### src/rtl/ret_addr_stack_if.sv
// ret_addr_stack_if
// Bundles the return-address stack control inputs and status outputs.
//   master : execute/decode control side (drives stall/push/pop/clr_flags)
//   slave  : the stack itself (drives top_addr/empty/full/count/flags)
// Signals:
//   stall, push, pop, clr_flags, push_addr[WIDTH]  -> stack
//   top_addr[WIDTH], empty, full, count[$clog2(DEPTH)+1],
//   overflow, underflow                             <- stack
// When RAS_CHECKPOINT_EN is defined, ckpt_save / ckpt_restore are added
// for branch-mispredict recovery.
interface ret_addr_stack_if #(
  parameter int DEPTH = 8,
  parameter int WIDTH = 16
);
  localparam int CW = $clog2(DEPTH) + 1;

  logic             stall;
  logic             push;
  logic [WIDTH-1:0] push_addr;
  logic             pop;
  logic             clr_flags;
  logic [WIDTH-1:0] top_addr;
  logic             empty;
  logic             full;
  logic [CW-1:0]    count;
  logic             overflow;
  logic             underflow;
`ifdef RAS_CHECKPOINT_EN
  logic             ckpt_save;
  logic             ckpt_restore;

  modport master (
    output stall, push, push_addr, pop, clr_flags, ckpt_save, ckpt_restore,
    input  top_addr, empty, full, count, overflow, underflow
  );
  modport slave (
    input  stall, push, push_addr, pop, clr_flags, ckpt_save, ckpt_restore,
    output top_addr, empty, full, count, overflow, underflow
  );
`else
  modport master (
    output stall, push, push_addr, pop, clr_flags,
    input  top_addr, empty, full, count, overflow, underflow
  );
  modport slave (
    input  stall, push, push_addr, pop, clr_flags,
    output top_addr, empty, full, count, overflow, underflow
  );
`endif
endinterface

### src/rtl/ret_addr_stack.sv
// ret_addr_stack
// Hardware return-address stack for call/ret in the execute stage.
// Circular storage of DEPTH entries: pushing while full overwrites the
// oldest entry. Sticky overflow/underflow flags, stall holds all state.
// Ports:
//   clk  : system clock, rising edge
//   rst  : asynchronous active-high reset
//   ras  : ret_addr_stack_if.slave (control inputs, top/status outputs)
// Optional feature macro: RAS_CHECKPOINT_EN (adds {tp,count} checkpoint
// save/restore via ras.ckpt_save / ras.ckpt_restore).
module ret_addr_stack #(
  parameter int DEPTH = 8,
  parameter int WIDTH = 16
) (
  input logic             clk,
  input logic             rst,
  ret_addr_stack_if.slave ras
);
  localparam int PW = $clog2(DEPTH);
  localparam int CW = PW + 1;
  localparam logic [CW-1:0] FULL_CNT = CW'(DEPTH);

  logic [PW-1:0]    tp_q, tp_d;
  logic [CW-1:0]    count_q, count_d;
  logic             ovf_q, ovf_d;
  logic             unf_q, unf_d;
  logic [WIDTH-1:0] mem_q [DEPTH];
  logic             we;
  logic [PW-1:0]    waddr;
  logic             do_push, do_pop;

`ifdef RAS_CHECKPOINT_EN
  logic [PW-1:0]    sh_tp_q, sh_tp_d;
  logic [CW-1:0]    sh_count_q, sh_count_d;
`endif

  // A restore overrides push/pop entirely (no write, no flag side effects).
  always_comb begin
    do_push = ras.push & ~ras.stall;
    do_pop  = ras.pop  & ~ras.stall;
`ifdef RAS_CHECKPOINT_EN
    do_push = do_push & ~ras.ckpt_restore;
    do_pop  = do_pop  & ~ras.ckpt_restore;
`endif
  end

  always_comb begin
    tp_d    = tp_q;
    count_d = count_q;
    ovf_d   = ovf_q;
    unf_d   = unf_q;
    we      = 1'b0;
    waddr   = tp_q;
    if (!ras.stall && ras.clr_flags) begin
      ovf_d = 1'b0;
      unf_d = 1'b0;
    end
    if (do_push && do_pop) begin
      if (count_q != '0) begin
        // Replace the top in place; no pointer move, no flags even when full.
        we = 1'b1;
      end else begin
        unf_d   = 1'b1;
        tp_d    = tp_q + PW'(1);
        waddr   = tp_q + PW'(1);
        we      = 1'b1;
        count_d = CW'(1);
      end
    end else if (do_push) begin
      tp_d  = tp_q + PW'(1);
      waddr = tp_q + PW'(1);
      we    = 1'b1;
      if (count_q == FULL_CNT) ovf_d = 1'b1;
      else                     count_d = count_q + CW'(1);
    end else if (do_pop) begin
      if (count_q == '0) begin
        unf_d = 1'b1;
      end else begin
        tp_d    = tp_q - PW'(1);
        count_d = count_q - CW'(1);
      end
    end
`ifdef RAS_CHECKPOINT_EN
    sh_tp_d    = sh_tp_q;
    sh_count_d = sh_count_q;
    if (ras.ckpt_restore) begin
      tp_d    = sh_tp_q;
      count_d = sh_count_q;
    end else if (ras.ckpt_save && !ras.stall) begin
      sh_tp_d    = tp_q;
      sh_count_d = count_q;
    end
`endif
  end

  always_ff @(posedge clk or posedge rst) begin
    if (rst) begin
      tp_q    <= '0;
      count_q <= '0;
      ovf_q   <= 1'b0;
      unf_q   <= 1'b0;
`ifdef RAS_CHECKPOINT_EN
      sh_tp_q    <= '0;
      sh_count_q <= '0;
`endif
    end else begin
      tp_q    <= tp_d;
      count_q <= count_d;
      ovf_q   <= ovf_d;
      unf_q   <= unf_d;
`ifdef RAS_CHECKPOINT_EN
      sh_tp_q    <= sh_tp_d;
      sh_count_q <= sh_count_d;
`endif
    end
  end

  // Storage is not reset; count==0 masks its contents on top_addr.
  always_ff @(posedge clk) begin
    if (we && !rst) mem_q[waddr] <= ras.push_addr;
  end

  assign ras.top_addr  = (count_q == '0) ? '0 : mem_q[tp_q];
  assign ras.empty     = (count_q == '0);
  assign ras.full      = (count_q == FULL_CNT);
  assign ras.count     = count_q;
  assign ras.overflow  = ovf_q;
  assign ras.underflow = unf_q;
endmodule
### src/flat_wrapper.sv
// flat-port wrapper written by rule: the top's interface ports become plain ports
module ret_addr_stack_flat 
#(
  parameter int DEPTH = 8,
  parameter int WIDTH = 16
)
  (clk, rst, ras_stall, ras_push, ras_push_addr, ras_pop, ras_clr_flags, ras_top_addr, ras_empty, ras_full, ras_count, ras_overflow, ras_underflow);
  ret_addr_stack_if #(.DEPTH(DEPTH), .WIDTH(WIDTH)) ras_i ();
  input logic clk;
  input logic rst;
  input wire logic [$bits(ras_i.stall)-1:0] ras_stall;
  input wire logic [$bits(ras_i.push)-1:0] ras_push;
  input wire logic [$bits(ras_i.push_addr)-1:0] ras_push_addr;
  input wire logic [$bits(ras_i.pop)-1:0] ras_pop;
  input wire logic [$bits(ras_i.clr_flags)-1:0] ras_clr_flags;
  output wire logic [$bits(ras_i.top_addr)-1:0] ras_top_addr;
  output wire logic [$bits(ras_i.empty)-1:0] ras_empty;
  output wire logic [$bits(ras_i.full)-1:0] ras_full;
  output wire logic [$bits(ras_i.count)-1:0] ras_count;
  output wire logic [$bits(ras_i.overflow)-1:0] ras_overflow;
  output wire logic [$bits(ras_i.underflow)-1:0] ras_underflow;
  assign ras_i.stall = ras_stall;
  assign ras_i.push = ras_push;
  assign ras_i.push_addr = ras_push_addr;
  assign ras_i.pop = ras_pop;
  assign ras_i.clr_flags = ras_clr_flags;
  assign ras_top_addr = ras_i.top_addr;
  assign ras_empty = ras_i.empty;
  assign ras_full = ras_i.full;
  assign ras_count = ras_i.count;
  assign ras_overflow = ras_i.overflow;
  assign ras_underflow = ras_i.underflow;
  ret_addr_stack #(.DEPTH(DEPTH), .WIDTH(WIDTH)) u_core (.clk(clk), .rst(rst), .ras(ras_i));
endmodule
### config.mk
export PLATFORM = sky130hd
export DESIGN_NAME = ret_addr_stack_flat
export DESIGN_NICKNAME = d
export VERILOG_FILES = /design/src/rtl/ret_addr_stack_if.sv /design/src/rtl/ret_addr_stack.sv /design/src/flat_wrapper.sv
export SDC_FILE = /design/constraint.sdc
export NUM_CORES = 1
export LEC_CHECK = 0
export CORE_MARGIN = 10
export CORE_UTILIZATION = 42
export CTS_BUF_LIST = sky130_fd_sc_hd__clkbuf_4 sky130_fd_sc_hd__clkbuf_8
export CTS_CLUSTER_SIZE = 40
export DETAILED_ROUTE_END_ITERATION = 10
export HOLD_SLACK_MARGIN = 0.08
export PLACE_DENSITY = 0.59
export SLEW_MARGIN = 25
export SYNTH_ARGS = -nofsm -noshare
export SYNTH_HDL_FRONTEND = slang
export SYNTH_SLANG_ARGS = --single-unit
### constraint.sdc
create_clock -name clk -period 6.7 [get_ports clk]
set_input_delay 2.01 -clock clk [delete_from_list [all_inputs] [get_ports clk]]
set_output_delay 2.01 -clock clk [all_outputs]
set_load 0.05 [all_outputs]
# After elaboration in Yosys (flattened, before gate mapping)
# Memory sizes are Yosys's and may differ from the RTL's.
# Index checks and enable logic that the tools add are counted.
# word_totals
mem_bits_ro	0
wordCells	54
latch_bits	0
mem_count	1
reg_bits	9
mem_bits_rw	128
# mem_list
name	words	width	read_ports	rd_ports_with_merged_regs	wr	line	text
u_core.mem_q	8	16	1	0	1	ret_addr_stack.sv:27	logic [WIDTH-1:0] mem_q [DEPTH];
# classes
order_cmp	0
div_mod_pow	0
shift	0
add_sub_neg	4
mux	28
n_reduce_logical	10
mul	0
eq_ne	4
n_bitwise	3
# ops
op	count
two-way mux 4 bit	6
two-way mux 3 bit	7
two-way mux 16 bit	1
two-way mux 1 bit	14
adder 4 x 1 -> 4 bit (second input constant)	1
equality test 4 bit (second input constant)	1
zero test 4 bit	1
AND reduction 4 bit	1
nonzero test 4 bit	1
subtractor 4 x 1 -> 4 bit (second input constant)	1
adder 3 x 1 -> 3 bit (second input constant)	1
logical AND 1 bit	3
!= test 3 x 1 -> 1 bit (second input constant)	1
!= test 3 bit (second input constant)	1
nonzero test 3 bit	1
subtractor 3 x 1 -> 3 bit (second input constant)	1
bitwise AND 1 bit	2
zero test 1 bit	2
!= test 2 bit (second input constant)	1
AND reduction 2 bit	1
inverter 1 bit	1

# Logic depth before layout (Yosys ltp)
# Gate-level depths: netlist of run 1.
# depth
word_depth	7
mapped_depth	9

# Least setup slack after synthesis of run 1
# Ideal clock, no wire load.
# synth_timing
kind	input-to-reg
start	input ras_push
end	memory u_core.mem_q[1][0] (enable)
t_arrival_ps	4154
stages	8
slack_ps	2152
setup_ps	394
cell_sequence	buf_2 > nor2b_1 > buf_2 > inv_2 > ha_1 > nor2_1 > a2111o_1 > a21oi_1
# synth_between
elab_chain_cells	6
# synth_rtl
element	line	text
start, declared	flat_wrapper.sv:12	input wire logic [$bits(ras_i.push)-1:0] ras_push;
bitwise AND 1 bit (*)	ret_addr_stack.sv:39	do_push = ras.push & ~ras.stall;
two-way mux 1 bit / logical AND 1 bit (equally long branches)	ret_addr_stack.sv:69, ret_addr_stack.sv:58	
two-way mux 1 bit	ret_addr_stack.sv:58	if (do_push && do_pop) begin
logical AND 1 bit	ret_addr_stack.sv:120	if (we && !rst) mem_q[waddr] <= ras.push_addr;
two-way mux 1 bit	ret_addr_stack.sv:120	
two-way mux 1 bit (implied by the code)	ret_addr_stack.sv:120	
end, declared	ret_addr_stack.sv:27	
# Mark *: on every way between the ends. The rest lies on a longest branch, timed or not.

# Worst setup path after layout of run 1
# layout_timing
start	register u_core.tp_q[0]
end	output ras_top_addr[5]
# layout_between
elab_chain_cells	2
# layout_rtl
element	line	text
start, declared	ret_addr_stack.sv:23	logic [PW-1:0] tp_q, tp_d;
start signal, assigned	ret_addr_stack.sv:107	tp_q <= tp_d;
memory (8 x 16 bit)	--	
two-way mux 16 bit	ret_addr_stack.sv:123	assign ras.top_addr = (count_q == '0) ? '0 : mem_q[tp_q];
end, declared	flat_wrapper.sv:16	output wire logic [$bits(ras_i.top_addr)-1:0] ras_top_addr;
# Every way passes these cells.

==> impl_metrics.json, run 1 <==
{
  "clock_sinks": 137,
  "ys_types": 48,
  "nets": 388,
  "yosysMostFrequentCell": "edfxtp_1",
  "syn_inst": 305,
  "vias": 2935,
  "dpl.hpwl_um": 6941,
  "drcViolationCount": 0,
  "clock_latency_ns": 0.44,
  "cap_violations": 0,
  "cts-buffers-inserted": 17,
  "synth_common_cells": "128 x edfxtp_1, 32 x mux4_2, 22 x nor2_1, 16 x mux2i_1, 14 x a21oi_1",
  "n_antenna_cell": 0,
  "clk_pin_slew_worst_paths_ns": 0.07,
  "timing.rr.start": "u_core.tp_q[1]",
  "die_height_um": 136.7,
  "worst_slew_pin_slew_ns": 0.7098,
  "grt.total_usage_pct": 12.89,
  "wl_per_cell_um": 20.77,
  "syn_area_per_cell_um2": 18.75,
  "netlist_area_um2": 5719,
  "skew_ns": 0.01318,
  "start_util_pct": 43.02,
  "grt_pass1_wl_um": 17840,
  "power_density_nw_per_um2": 443.2,
  "drive_gt1_share_pct": 24.87,
  "synth-edff-count": 128,
  "arrival_ns": 3.18,
  "finalHoldViolCount": 0,
  "fmax_ghz": 0.1927,
  "endpoint_kind": "output pin",
  "drt_pass1_iterations": 4,
  "fillers": 1089,
  "ys.flop_type": "edfxtp_1",
  "yosysWarnings": 0,
  "synth_top_area_share_pct": 67.21,
  "async_flop_share_pct": 6.569,
  "drtAntennaViolNets": 0,
  "gp_congestion": 0.8035,
  "core_um2": 13300,
  "cts_hold_buf": 0,
  "antenna_found_initial": 0,
  "worstPathRequired_ns": 4.69,
  "slowest_delay_ns": 0.71,
  "cp_cell_sequence": "buf_4 > mux4_2 > mux2i_1 > nor2_1 > clkdlybuf4s50_1",
  "peakVddDrop_mv": 0.2405,
  "drt-initial-drc-count": 214,
  "clockBufferDepth": 2,
  "dp_slack_ns": 1.145,
  "grt_pass1_vias": 3161,
  "postCtsSetupRepairBufs": 0,
  "area_delta_synth_final_pct": 19.62,
  "grt_max_degree": 37,
  "cts_tree": "yes",
  "ys_seq_area_share_pct": 71.14,
  "start_kind": "flip-flop",
  "worstHoldStart": "u_core.ras.underflow",
  "synth_nets": 332,
  "status": "completed",
  "rsz0062_at_grt": "no",
  "io_pins": 46,
  "tns_ns": 0,
  "ys_ff_latch": 137,
  "overflow": 0,
  "drv_slew": 0,
  "cts_resized": 0,
  "worstSetupStartpoint": "u_core.tp_q[0]",
  "synthTopCellsByArea": "edfxtp_1 67%, mux4_2 13%, dfrtp_1 3.9%",
  "port_buffers": 45,
  "cp_max_fo": 26,
  "fin_ws_ns": 1.512,
  "wl_um": 11420,
  "setup_violations": 0,
  "cp_slowest_cell": "clkdlybuf4s50_1",
  "p_leak_nw": 2.229,
  "die_w_um": 136.7,
  "vias_per_cell": 5.336,
  "min_path_type": "reg2reg",
  "finalPower_mw": 3.032,
  "cts_root_buf": "clkbuf_8",
  "post-route-min-period_ns": 5.188,
  "slew-limit-headroom_pct": 52.68,
  "yosysTopAreaCell": "edfxtp_1",
  "htreeDepth": 4,
  "critPathKind": "reg2out",
  "dieArea_um2": 18680,
  "fp-row-count": 42,
  "finalCritPeriodShare_pct": 77.43
}
==> worst paths after layout <==
check,slack [ns],depth (start not counted),endpoint
max,1.51,5,ras_top_addr[5]
min,0.49,2,u_core.ras.underflow
max reg2reg,3.71,7,u_core.mem_q[0][4]
min reg2reg,0.49,2,u_core.ras.underflow
max in group asynchronous,4.44,2,u_core.tp_q[0]
min in group asynchronous,1.93,2,u_core.ras.count[0]
==> power breakdown <==
group	switching, mW	internal (mW)
Sequential	0.0873	0.993
Clock	0.320	0.380
Combinational	0.754	0.498
Total	1.16	1.87
==> routing by layer <==
metal	up-vias	GRT usage (%)	part of all wire, %
li1	1350	-	-
met1	1515	16.50	46
met2	59	19.94	48
met3	11	4.069	4.5
met4	0	5.207	1.5
met5	-	0	0
==> placed cells by master (no fill, tap or decap), types with 6 or more instances in the layout <==
| cell | netlist | routed |
|---|---|---|
| edfxtp_1 | 128 | 128 |
| clkbuf_8 | 0 | 17 |
| a21oi_2 | 1 | 7 |
| dfrtp_1 | 9 | 8 |
| a21oi_1 | 14 | 6 |
| mux4_2 | 32 | 32 |
| nor2_1 | 22 | 22 |
| mux2i_1 | 16 | 16 |
| clkdlybuf4s50_1 | 0 | 45 |
| nand2_1 | 6 | 6 |
| buf_4 | 3 | 10 |
==> final cells by class <==
cell class | instances | area, µm² | share of cell area [%]
Clock buffer | 19 | 249.0 | 3.639
Clock inverter | 13 | 167.7 | 2.451
Inverter | 6 | 22.52 | 0.3292
Multi-Input combinational cell | 144 | 1587 | 23.19
Sequential cell | 137 | 4070 | 59.49
Tap cell | 176 | 220.2 | 3.219
Timing Repair Buffer | 55 | 525.5 | 7.681
==> state kept, by name (all words and copies together), names as in the netlist <==
signal                count
u_core.mem_q            128
u_core.ras.count          4
u_core.ras.underflow      1
u_core.tp_q               3
u_core.ras.overflow       1
==> through the flow <==
stage	utilization (%)	instance area (µm²)	hold WS, ns	std cells
global route	51.46	6842	0.5307	550
floorplan	-	5719	0.7409	305
CTS	51.40	6834	0.4965	550
global placement	48.21	6410	0.4806	518
finish	51.46	6842	0.4921	550
detailed placement	48.27	6417	0.4792	518
==> critical path: cells and delay by family (launching register included) <==
family | cells | cell delay, ns
simple gates | 1 | 0.06
flops | 1 | 0.61
buf+inv | 2 | 1.25
mux | 2 | 0.78
==> cell families after synthesis <==
family / synth area share [%]
flip-flops: 71.14
multiplexers: 15.86
AND/OR/NAND/NOR: 4.572
AO/OA/AOI/OAI: 4.660
buffers and inverters: 1.903
XOR/XNOR: 0.7657
adder cells (fa/ha/maj): 1.094
No activity file was read; power rests on OpenSTA's default activity.
==> run 2: changes to the inputs <==
PLACE_DENSITY = 0.61   (was 0.59)
clock period = 4.6 ns   (was 6.7 ns; I/O delays follow)
==> impl_metrics.json, run 2 (synthesized netlist as in run 1, its figures left out) <==
{
  "status": "completed",
  "final_cells": 556,
  "switching_share_pct": 38.87,
  "start_util_pct": 43.02,
  "critical_path_depth": 5,
  "power_density_nw_per_um2": 629.0,
  "wl_per_cell_um": 20.87,
  "grt.total_usage_pct": 12.96,
  "fp-row-count": 42,
  "slew-limit-headroom_pct": 58.42,
  "start_kind": "flip-flop",
  "cts_resized": 0,
  "die_height_um": 136.7,
  "crit_family": "buffers and inverters",
  "port_buffers": 45,
  "nets": 394,
  "drcViolationCount": 0,
  "setup_violations": 0,
  "crit_buf_inv": 2,
  "globalRouteMet2Util_pct": 21.74,
  "largest_reg_flops": 128,
  "power_switching_mw": 1.674,
  "final_cell_mix": "128 x edfxtp_1, 45 x clkdlybuf4s50_1, 32 x mux4_2, 22 x nor2_1, 17 x clkbuf_8",
  "cp_cell_sequence": "buf_12 > mux4_2 > mux2i_1 > nor2_1 > clkdlybuf4s50_1",
  "fillers": 1060,
  "grt_use_met1_pct": 15.47,
  "vias_per_cell": 5.340,
  "hold_slack_ns": 0.4905,
  "cts-buffers-inserted": 17,
  "die_w_um": 136.7,
  "cts_tree": "yes",
  "drt_pass1_iterations": 4,
  "endpoint_kind": "output pin",
  "largest-register": "u_core.mem_q",
  "reg2reg_slack_ns": 1.92,
  "busiest_layer": "met2",
  "clkPwrFrac_pct": 20.8,
  "combPwrFrac_pct": 41.3,
  "cp_slowest_cell": "clkdlybuf4s50_1",
  "grt_max_degree": 25,
  "intPower_mw": 2.633,
  "skew_ns": 0.01692,
  "grt_pass1_wl_um": 17960,
  "pwr-share-seq_pct": 38.0,
  "tns_ns": 0,
  "grt_pass1_vias": 3165,
  "vias": 2969,
  "dieArea_um2": 18680,
  "cts_hold_buf": 0,
  "n_antenna_cell": 0,
  "gp_congestion": 0.8143,
  "finalCritPeriodShare_pct": 92.54,
  "drt-initial-drc-count": 184,
  "clock_sinks": 137,
  "finalHoldViolCount": 0,
  "peakVddDrop_mv": 0.3693,
  "drtAntennaViolNets": 0,
  "min_path_type": "reg2reg",
  "slowest_delay_ns": 0.71,
  "worst_slew_pin_slew_ns": 0.6237,
  "postCtsSetupRepairBufs": 0,
  "io_pins": 46,
  "cts_root_buf": "clkbuf_8",
  "post-route-min-period_ns": 4.257,
  "drive_gt1_share_pct": 26.84,
  "arrival_ns": 2.88,
  "clockBufferDepth": 2,
  "cap_violations": 0,
  "utilization_pct": 51.50,
  "wl_um": 11600,
  "clk_pin_slew_worst_paths_ns": 0.08,
  "final_common_cell": "edfxtp_1",
  "use_met3_pct": 4.619,
  "area_delta_synth_final_pct": 19.71,
  "drv_slew": 0,
  "htreeDepth": 4,
  "rsz0062_at_grt": "no",
  "fmax_ghz": 0.2349,
  "core_um2": 13300,
  "p_leak_nw": 2.257,
  "antenna_found_initial": 0,
  "clock_latency_ns": 0.43,
  "hold-path-cell-count": 2,
  "worstRegToRegCells": 6,
  "critPathKind": "reg2out",
  "worstPathRequired_ns": 3.22,
  "cp_max_fo": 24,
  "overflow": 0,
  "dpl.hpwl_um": 7509,
  "dpl.cell_count": 524
}
## run 2: cell types whose count changed in the layout (fill, tap and decap cells not counted), sizes merged
| cell | previous run | this run |
|---|---|---|
| buf | 10 | 16 |
| clkinv | 2 | 8 |
| bufinv | 3 | 1 |
| clkinvlp | 4 | 2 |
| clkbuf | 19 | 18 |
| inv | 10 | 9 |
## run 2: cell type report
type,count,area (µm²),area share [%]
flip-flops and latches,137,4073,59.48
multi-input cells,144,1572,22.95
repair buffers,61,595.6,8.699
clock buffers,18,241.5,3.527
well taps,176,220.2,3.216
clock inverters,14,122.6,1.791
inverters,6,22.52,0.3289
## run 2: per-layer routing
layer / vias up / wire length [µm]
li1: 1361 / -
met1: 1534 / 5128
met2: 68 / 5875
met3: 6 / 527
met4: 0 / 70
met5: - / 0
## run 2: path summary, 6_finish.rpt
check / startpoint / to
max: u_core.tp_q[0] / ras_top_addr[14]
min: u_core.ras.underflow / u_core.ras.underflow
min reg2reg: u_core.ras.underflow / u_core.ras.underflow
max reg2reg: u_core.tp_q[1] / u_core.mem_q[2][15]
max in group asynchronous: rst / u_core.tp_q[2]
min in group asynchronous: rst / u_core.ras.count[1]
## run 2: power groups by stage
stage | logic [mW] | registers [mW] | clock network (mW)
floorplan | 1.31 | 1.59 | 0
global placement | 1.80 | 1.66 | 0
detailed placement | 1.81 | 1.67 | 0
CTS | 1.82 | 1.64 | 0.922
global route | 1.90 | 1.66 | 0.969
finish | 1.78 | 1.63 | 0.894
## run 2: tightest hold or removal path: cells and delay by family (launching register included)
family | cells | cell delay, ns
flops | 1 | 0.35
simple gates | 1 | 0.05
compound gates | 1 | 0.06
## run 2: metrics by stage
step           setup slack [ns]  total power [mW]  cell area (µm²)
6_report                 0.3429             4.306             6847
5_1_grt                  0.1266             4.528             6847
4_1_cts                  0.1979             4.376             6845
3_5_place_dp             0.5428             3.479             6481
3_3_place_gp             0.5824             3.464             6480
2_1_floorplan            0.6817             2.898             5719
